`config.mk`:
```
export PLATFORM = sky130hd
export DESIGN_NAME = omsp_sm_ctrl_seq
export DESIGN_NICKNAME = d
export VERILOG_FILES = /design/src/rtl/omsp_sm_ctrl_seq.sv
export SDC_FILE = /design/constraint.sdc
export NUM_CORES = 2
export LEC_CHECK = 0
export CAP_MARGIN = 20
export CORE_MARGIN = 10
export CORE_UTILIZATION = 35
export CTS_CLUSTER_DIAMETER = 200
export DETAILED_ROUTE_END_ITERATION = 12
export GPL_TIMING_DRIVEN = 0
export SETUP_SLACK_MARGIN = 0.15
export SLEW_MARGIN = 30
export SYNTH_ARGS = -nofsm -noshare
export SYNTH_HDL_FRONTEND = slang
export SYNTH_SLANG_ARGS = --single-unit
```
`constraint.sdc`:
```
create_clock -name mclk -period 10.2 [get_ports mclk]
set_clock_uncertainty 0.1 [all_clocks]
set_input_delay 1.53 -clock mclk [delete_from_list [all_inputs] [get_ports mclk]]
set_output_delay 1.53 -clock mclk [all_outputs]
set_load 0.02 [all_outputs]
```
`src/rtl/omsp_sm_ctrl_seq.sv`:
```
// omsp_sm_ctrl_seq: table-based secure-module controller with sequential overlap scan (option SM_VIOL_LATCH_EN makes violation sticky)
module omsp_sm_ctrl_seq #(
  parameter int NB_SM  = 4,
  parameter int ID_W   = 16,
  parameter int ADDR_W = 16
) (
  input  logic              mclk,
  input  logic              puc_rst_n,
  input  logic [ADDR_W-1:0] pc,
  input  logic [ADDR_W-1:0] eu_mab,
  input  logic              eu_mb_en,
  input  logic              cmd_valid,
  output logic              cmd_ready,
  input  logic              cmd_op,
  input  logic [ADDR_W-1:0] pub_start,
  input  logic [ADDR_W-1:0] pub_end,
  input  logic [ADDR_W-1:0] sec_start,
  input  logic [ADDR_W-1:0] sec_end,
  output logic              rsp_valid,
  output logic              rsp_ok,
  output logic [ID_W-1:0]   rsp_id,
  output logic [ID_W-1:0]   current_id,
  output logic [ID_W-1:0]   prev_id,
  output logic              violation,
  input  logic              violation_clr
);
  localparam int IW = NB_SM > 1 ? $clog2(NB_SM) : 1;
  localparam logic [IW-1:0] LAST = IW'(NB_SM - 1);
  typedef enum logic [1:0] {IDLE, SCAN, RESP} state_t;
  state_t state, state_n;
  logic [NB_SM-1:0] vld;
  logic [ID_W-1:0] sid [NB_SM];
  logic [ADDR_W-1:0] ps [NB_SM];
  logic [ADDR_W-1:0] pe [NB_SM];
  logic [ADDR_W-1:0] ss [NB_SM];
  logic [ADDR_W-1:0] se [NB_SM];
  logic [ADDR_W-1:0] nps, npe, nss, nse, prev_pc;
  logic [ID_W-1:0] next_id, prev_cycle_id;
  logic [IW-1:0] idx, fidx, fidx_n, didx, cur_idx;
  logic op, ovl, ovl_n, ffound, ffound_n, hit, create_ok, raw;
  function automatic logic ov(input logic [ADDR_W-1:0] a, b, c, d);
    return a < d && c < b;
  endfunction
  assign cmd_ready = state == IDLE;
  assign rsp_valid = state == RESP;
  // next state: create scans every slot, destroy answers immediately
  always_comb begin
    state_n = state == IDLE ? (cmd_valid ? (cmd_op ? RESP : SCAN) : IDLE) :
              state == SCAN ? (idx == LAST ? RESP : SCAN) : IDLE;
  end
  // per-slot overlap/free-slot step and final create verdict
  always_comb begin
    hit = vld[idx] & (ov(nps, npe, ps[idx], pe[idx]) | ov(nps, npe, ss[idx], se[idx]) |
                      ov(nss, nse, ps[idx], pe[idx]) | ov(nss, nse, ss[idx], se[idx]));
    ovl_n = ovl | hit;
    ffound_n = ffound | ~vld[idx];
    fidx_n = (ffound | vld[idx]) ? fidx : idx;
    create_ok = nps < npe && nss < nse && !ov(nps, npe, nss, nse) && !ovl_n && ffound_n && next_id != '0;
  end
  // executing module lookup (lowest index wins) and raw violation detection
  always_comb begin
    current_id = '0;
    cur_idx = '0;
    raw = 1'b0;
    for (int s = NB_SM - 1; s >= 0; s--)
      if (vld[s] && ps[s] <= pc && pc < pe[s]) begin
        current_id = sid[s];
        cur_idx = IW'(s);
      end
    for (int s = 0; s < NB_SM; s++)
      raw = raw | (vld[s] & ((eu_mb_en & ss[s] <= eu_mab & eu_mab < se[s] & current_id != sid[s]) |
                             (ps[s] <= pc & pc < pe[s] & !(ps[s] <= prev_pc & prev_pc < pe[s]) & pc != ps[s])));
  end
  // command sequencing, table updates and execution history
  always_ff @(posedge mclk or negedge puc_rst_n) begin
    if (!puc_rst_n) begin
      state <= IDLE;
      idx <= '0;
      fidx <= '0;
      didx <= '0;
      ovl <= 1'b0;
      ffound <= 1'b0;
      op <= 1'b0;
      nps <= '0;
      npe <= '0;
      nss <= '0;
      nse <= '0;
      rsp_ok <= 1'b0;
      rsp_id <= '0;
      next_id <= ID_W'(1);
      vld <= '0;
      prev_pc <= '0;
      prev_cycle_id <= '0;
      prev_id <= '0;
      for (int s = 0; s < NB_SM; s++) begin
        sid[s] <= '0;
        ps[s] <= '0;
        pe[s] <= '0;
        ss[s] <= '0;
        se[s] <= '0;
      end
    end else begin
      state <= state_n;
      prev_pc <= pc;
      prev_cycle_id <= current_id;
      if (prev_cycle_id != current_id) prev_id <= prev_cycle_id;
      if (state == IDLE && cmd_valid) begin
        op <= cmd_op;
        nps <= pub_start;
        npe <= pub_end;
        nss <= sec_start;
        nse <= sec_end;
        idx <= '0;
        fidx <= '0;
        ovl <= 1'b0;
        ffound <= 1'b0;
        if (cmd_op) begin
          rsp_ok <= current_id != '0;
          rsp_id <= current_id;
          didx <= cur_idx;
        end
      end
      if (state == SCAN) begin
        idx <= idx == LAST ? '0 : idx + 1'b1;
        ovl <= ovl_n;
        ffound <= ffound_n;
        fidx <= fidx_n;
        if (idx == LAST) begin
          rsp_ok <= create_ok;
          rsp_id <= create_ok ? next_id : '0;
        end
      end
      if (state == RESP && rsp_ok) begin
        if (op) vld[didx] <= 1'b0;
        else begin
          vld[fidx] <= 1'b1;
          sid[fidx] <= next_id;
          ps[fidx] <= nps;
          pe[fidx] <= npe;
          ss[fidx] <= nss;
          se[fidx] <= nse;
          next_id <= next_id + 1'b1;
        end
      end
    end
  end
`ifdef SM_VIOL_LATCH_EN
  // sticky violation: a new event wins over a simultaneous clear
  always_ff @(posedge mclk or negedge puc_rst_n) begin
    if (!puc_rst_n) violation <= 1'b0;
    else violation <= raw ? 1'b1 : violation_clr ? 1'b0 : violation;
  end
`else
  logic unused_clr;
  assign unused_clr = violation_clr;
  assign violation = raw;
`endif
endmodule

```
Word-level counts from Yosys, hierarchy flattened
Cells that the tools add are included.

word-level totals
  word-level logic and storage cells = 242
  input bits = 102
  register bits = 480

cells by class
  add/subtract/negate cells = 2
  equal/unequal tests = 13
  reduce and logical (&&, ||, !) cells = 36
  $lt $le $gt $ge = 44
  bitwise logic cells = 53
  muxes and demuxes = 56

operators by type and width
  kind                                                        count
  less-than comparator 16 bit                                 24
  bitwise mux 64 bit                                          5
  2-to-1 mux 16 bit                                           18
  <= comparator 16 bit                                        12
  != test 16 bit                                              9
  binary-select mux 16 bit (select 2 bit)                     4
  AND 1 bit                                                   33
  demux 16 bit (select 2 bit)                                 1
  nonzero test 16 bit                                         2
  2-to-1 mux 2 bit                                            14
  logical AND 1 bit                                           23
  adder 16 x 1 -> 16 bit, second input constant               1
  bitwise OR 1 bit                                            13
  2-to-1 mux 1 bit                                            10
  less-than comparator 2 x 3 -> 1 bit, second input constant  3
  >= comparator 3 bit, second input constant                  2
  zero test 1 bit                                             6
  inverter 2 -> 3 bit                                         2
  AND reduction 2 bit                                         3
  AND 4 bit                                                   1
  demux 1 bit (select 2 bit)                                  2
  equality test 2 bit, second input constant                  2
  >= comparator 2 x 1 -> 1 bit, second input constant         2
  2-to-1 mux 4 bit                                            1
  other kinds (10)                                            11

Depth between registers and ports, before layout
  depth in word-level cells = 18
  gate-level depth with buffers = 19
  mapped depth without buffers = 14

Least setup slack after synthesis
OpenSTA, ideal clock, no wires.

  path kind = input port to output port
  from = in pc[14]
  to = out violation
  buffers on the path = 1
  data required time = 8.570 ns
  stages on the path = 15
  data arrival time = 5.257 ns
  setup slack = 3.313 ns
  cell sequence = inv_1 ha_1 a21oi_1 nand2_1 a221oi_1 a31oi_4 nor2_1 buf_2 a311oi_1 o31ai_1 xor2_1 nor4_1 a31oi_1 a41oi_1 nand4_1

on the way
  word-level cells in the longest chain between the ends = 14

ends and longest elaborated chain
  element                          RTL line  source
  start: declaration               9         input logic [ADDR_W-1:0] pc,
  <= comparator 16 bit             66        if (vld[s] && ps[s] <= pc && pc < pe[s]) begin
  logical AND 1 bit (2 in series)  66
  2-to-1 mux 16 bit (3 in series)  66
  2-to-1 mux 16 bit (*)            66
  named net current_id[11]         22        output logic [ID_W-1:0] current_id,
  != test 16 bit                   71        raw = raw | (vld[s] & ((eu_mb_en & ss[s] <= eu_mab & eu_mab < se[s] & current_id != sid[s]) |
  AND 1 bit                        71
  bitwise OR 1 bit                 71
  AND 1 bit                        71
  bitwise OR 1 bit (2 in series)   71
  bitwise OR 1 bit (*)             71
  end: declaration                 24        output logic violation,

The timed path passes the listed nets; every way through them passes the cells marked *.

Final worst setup path
  from = in pc[15]
  to = out violation

on the way
  word-level cells in the longest chain between the ends = 14

ends and longest elaborated chain
  element                          RTL line
  <= comparator 16 bit             66, 72
  logical AND 1 bit (2 in series)  66
  2-to-1 mux 16 bit (4 in series)  66
  != test 16 bit                   71
  AND 1 bit                        71
  bitwise OR 1 bit                 71
  AND 1 bit                        71
  bitwise OR 1 bit (2 in series)   71
  bitwise OR 1 bit (*)             71

Mark *: on every way between the ends. The rest lies on a longest branch, timed or not.

==> key figures <==
Synthesis
  – Area share of the largest cell type after synthesis: 0.3507
  – Seq/Total Area, Yosys: 0.3515
  – Synth area leaders: dfrtp_1 35%, ha_1 20%, mux2_2 6.1%
  – Syn Inst Count: 3,423
  – Post-synth ARST share: 1.000
  – Ys Warns: 0
  – #FFs+latches synth: 480
  – Compound-Gate Fraction of Synth Area: 0.1564
  – Simple-gate share of the synthesized area: 0.1102
  – Number of enable flip-flop cells after synthesis: 0
  – Multiplexer area fraction after synthesis: 0.1087
  – Ys flop type: dfrtp_1
  – Largest family of logic cells by synthesized area: adder cells
  – Leading area contributor after synthesis: dfrtp_1
  – Mapped cell area: 0.03418 sq mm
  – Syn Nets: just over 4,000
  – Synth Area in Adders: 0.2032
  – Synth Area in XOR/XNOR: 0.02383
  – Cell variety after synth: 84
  – Syn Area/Cell: 9.985 sq um

Critical path
  – Critical Path RT: 8.57 ns
  – Maximum fanout along the worst path: 10
  – Crit end category: output pin
  – Crit Path Category: input port to output pin
  – Setup slack, reg-to-reg: ~3.7 ns
  – Worst EP arrival: 8.26 ns
  – Crit start category: input port

Routing
  – Post-route ant nets: 0
  – WL/cell: around 26 microns
  – DR vias/cell: approximately 5.7
  – Remaining DRCs: 0
  – Post-Route WL: approximately 130,000 microns
  – Detailed-route via count: 28,310
  – Met1 wire length: 56,190 microns
  – Met2 WL: 59,930 microns
  – Met3 WL: 9206 microns
  – Initial DRC count: 2,509
  – DR top layer: met5
  – DR pass1 iterations: 5

Placement
  – Detailed-placement wirelength estimate: 104,200 microns
  – Setup WS pre-CTS: -0.05351 ns
  – GP Congestion: 0.9742
  – Port Buffers: 152

Clock tree
  – Sink Count: 480
  – Root buffer cell: clkbuf_16
  – Post-cts hold buffer count: 0
  – CTS tree: yes
  – H-tree depth: 2
  – Clk_lat worst skew: 0.66 ns
  – Clock slew at reported path FFs: 0.06 ns
  – Clock Path Buffers: 3
  – Post-CTS repair timing setup buffer count: 0
  – Num CTS Buffers: 57

Floorplan
  – Die area: 0.1106 sq mm
  – I/O pins: 154
  – Core Area: 0.09685 sq mm
  – Die width: ~330 microns
  – Initial core utilization: 0.3529
  – Rows: 114
  – Die Y: between 300 and 400 microns

Global route
  – Vias in the first global route: 27,840
  – Initial antenna violation count: 7
  – First-pass GRT wire length: ~190,000 microns
  – Gr usage total: 0.2297
  – Largest net degree at the start of global routing: 86
  – Total gr overflow: 0

Timing
  – Peak Freq: 101.2 MHz
  – Period utilisation layout: 0.9691
  – Worst slew margin: 0.2600
  – Count of endpoints failing setup in the final report: 0
  – Final Critical Period: 9.885 ns
  – Max-slew violation count: 0
  – Worst slew pin tran: 1.110 ns
  – Hold Slack: 0.3766 ns
  – Final hold violation count: 0
  – Unrepaired setup endpoints after global routing: false
  – Final WS setup: 0.3149 ns

Pwr
  – Pwr Density: roughly 270 mW/mm^2
  – Pleak: approximately 0.019 uW
  – Worst vdd ir: roughly 0.00013 V

Cells and area
  – Fillers: between 9,000 and 10,000
  – Antenna cells: 0
  – P&R area growth vs syn: 15.72%
  – Area of the multi-input gates: 0.02065 sq mm
  – Layout cells sized above 1: 0.1143
  – Register area: 0.01201 sq mm
  – Final-stage net count: 4,296

Job
  – Max Cap Viol: 0

Hold path
  – Hold WC Path Type: register to register

Status
  – Outcome: completed
-- logic make-up (layout without fill, tap and decap cells) --
kind of cell	Yosys count	count (layout)
buffers and inverters	410	671
DFF	480	480
adders and majority gates	555	555
and+or+nand+nor	795	795
muxes	262	262
AOI/OAI and AO/OA	828	828
xor gates and xnor gates	93	93
-- per-layer routing --
layer  vias up  GRT usage
met1     14200     0.3001
met4        10    0.08867
li1      12920          -
met5         -          0
met2       940     0.3719
met3       238    0.04471
-- through the flow --
stage	utilization	std cells	instance area [sq um]	TNS (ns)	total power, uW
2_1_floorplan	-	3423	34180	0	6341
3_3_place_gp	0.3851	4851	37300	-7088.54	8308
3_5_place_dp	0.3873	4857	37510	-0.05351	8422
4_1_cts	0.4081	4960	39520	0	10670
5_1_grt	0.4084	4960	39550	0	11440
6_report	0.4084	4960	39550	0	10740
-- registers in the layout, summed over array words and instances, names as in the netlist, 4 cells and up --
name	cells
next_id	16
pe	64
ps	64
rsp_id	16
vld	4
se	64
nse	16
prev_cycle_id	16
ss	64
nss	16
nps	16
prev_pc	16
sid	64
npe	16
prev_id	16
-- synthesized netlist by cell type (8+ instances only) --
library cell  number
o31ai_1           15
a221oi_1           9
nand3_1           49
nor2b_1           37
or3_1              8
ha_1             555
nor3_1            30
a211oi_1          15
o21a_1            48
clkbuf_1          99
mux2_2           184
nand4_1           99
inv_1            277
a21oi_1          151
mux2_4            10
and3_1            15
xnor2_1           51
nand2_1          381
nor2_1            87
a31oi_1           21
o2111ai_1         19
and2_1             8
a21o_1           157
xor2_1            42
o21ai_0          273
mux4_2            65
and4_1             8
buf_1             20
a211o_1           12
nor4_1            21
o22ai_1           12
nand2b_1          33
o211ai_1          12
dfrtp_1          479
or4_1              8
-- path summary, 6_finish.rpt --
kind,startpoint,cells after the start,endpoint
worst min-delay path,npe[15]$_DFFE_PN0P_,2,pe[63]$_DFFE_PN0P_
max in group asynchronous,puc_rst_n,4,prev_cycle_id[9]$_DFF_PN0_
worst max-delay path,pc[15],17,violation
min in group asynchronous,puc_rst_n,1,nps[14]$_DFFE_PN0P_
worst max register to register,idx[1]$_DFFE_PN0P_,18,rsp_id[8]$_DFF_PN0_
worst min register to register,npe[15]$_DFFE_PN0P_,2,pe[63]$_DFFE_PN0P_
-- timing repair --
| action | in CTS | in global routing |
|---|---|---|
| endpoints found under the setup margin | 1 | 1 |
| pin swaps | 0 | 0 |
| resized for setup | 1 | 8 |
-- cells in the final DEF, fill, tap and decap left out, types with 12 or more instances in the layout --
| master | Yosys | final |
|---|---|---|
| a211o_1 | 12 | 12 |
| a211oi_1 | 15 | 14 |
| a21o_1 | 157 | 157 |
| a21oi_1 | 151 | 151 |
| a31oi_1 | 21 | 21 |
| and3_1 | 15 | 15 |
| buf_1 | 20 | 12 |
| buf_2 | 6 | 12 |
| clkbuf_1 | 99 | 98 |
| clkbuf_16 | 0 | 58 |
| clkbuf_2 | 2 | 12 |
| clkdlybuf4s50_1 | 0 | 151 |
| dfrtp_1 | 479 | 479 |
| ha_1 | 555 | 555 |
| inv_1 | 277 | 277 |
| mux2_2 | 184 | 184 |
| mux4_2 | 65 | 65 |
| nand2_1 | 381 | 381 |
| nand2b_1 | 33 | 33 |
| nand3_1 | 49 | 49 |
| nand4_1 | 99 | 99 |
| nor2_1 | 87 | 86 |
| nor2b_1 | 37 | 37 |
| nor3_1 | 30 | 28 |
| nor4_1 | 21 | 21 |
| o2111ai_1 | 19 | 19 |
| o211ai_1 | 12 | 12 |
| o21a_1 | 48 | 48 |
| o21ai_0 | 273 | 272 |
| xnor2_1 | 51 | 51 |
| xor2_1 | 42 | 42 |
-- worst max-delay path: stages --
cell             delay (ns)
clkdlybuf4s50_1        0.77
inv_1                  0.24
ha_1                   0.37
nand4_1                0.14
nor3_1                 0.77
nand4_1                0.29
o21a_1                 0.23
nor2_1                 0.34
buf_2                  0.40
a31oi_2                0.18
mux2i_1                0.16
a2111oi_0              0.82
a31oi_1                0.14
or4_1                  0.62
a41oi_1                0.33
nand4_1                0.28
clkdlybuf4s50_1        0.62
-- report_power, final --
group          switching, uW  internal (uW)
Clock                    893           1330
Sequential               788           2450
Combinational           3090           2200
-- area by class of cell --
| cell class | count | area share |
|---|---|---|
| well taps | 1276 | 0.04036 |
| flip-flops and latches | 480 | 0.3037 |
| clock buffers | 74 | 0.04024 |
| plain buffers | 132 | 0.01404 |
| clock inverters | 30 | 0.01057 |
| multi-input cells | 2533 | 0.5220 |
| repair buffers | 158 | 0.04277 |
| inverters | 277 | 0.02629 |
Note: power is estimated with default switching activity, not from simulation.
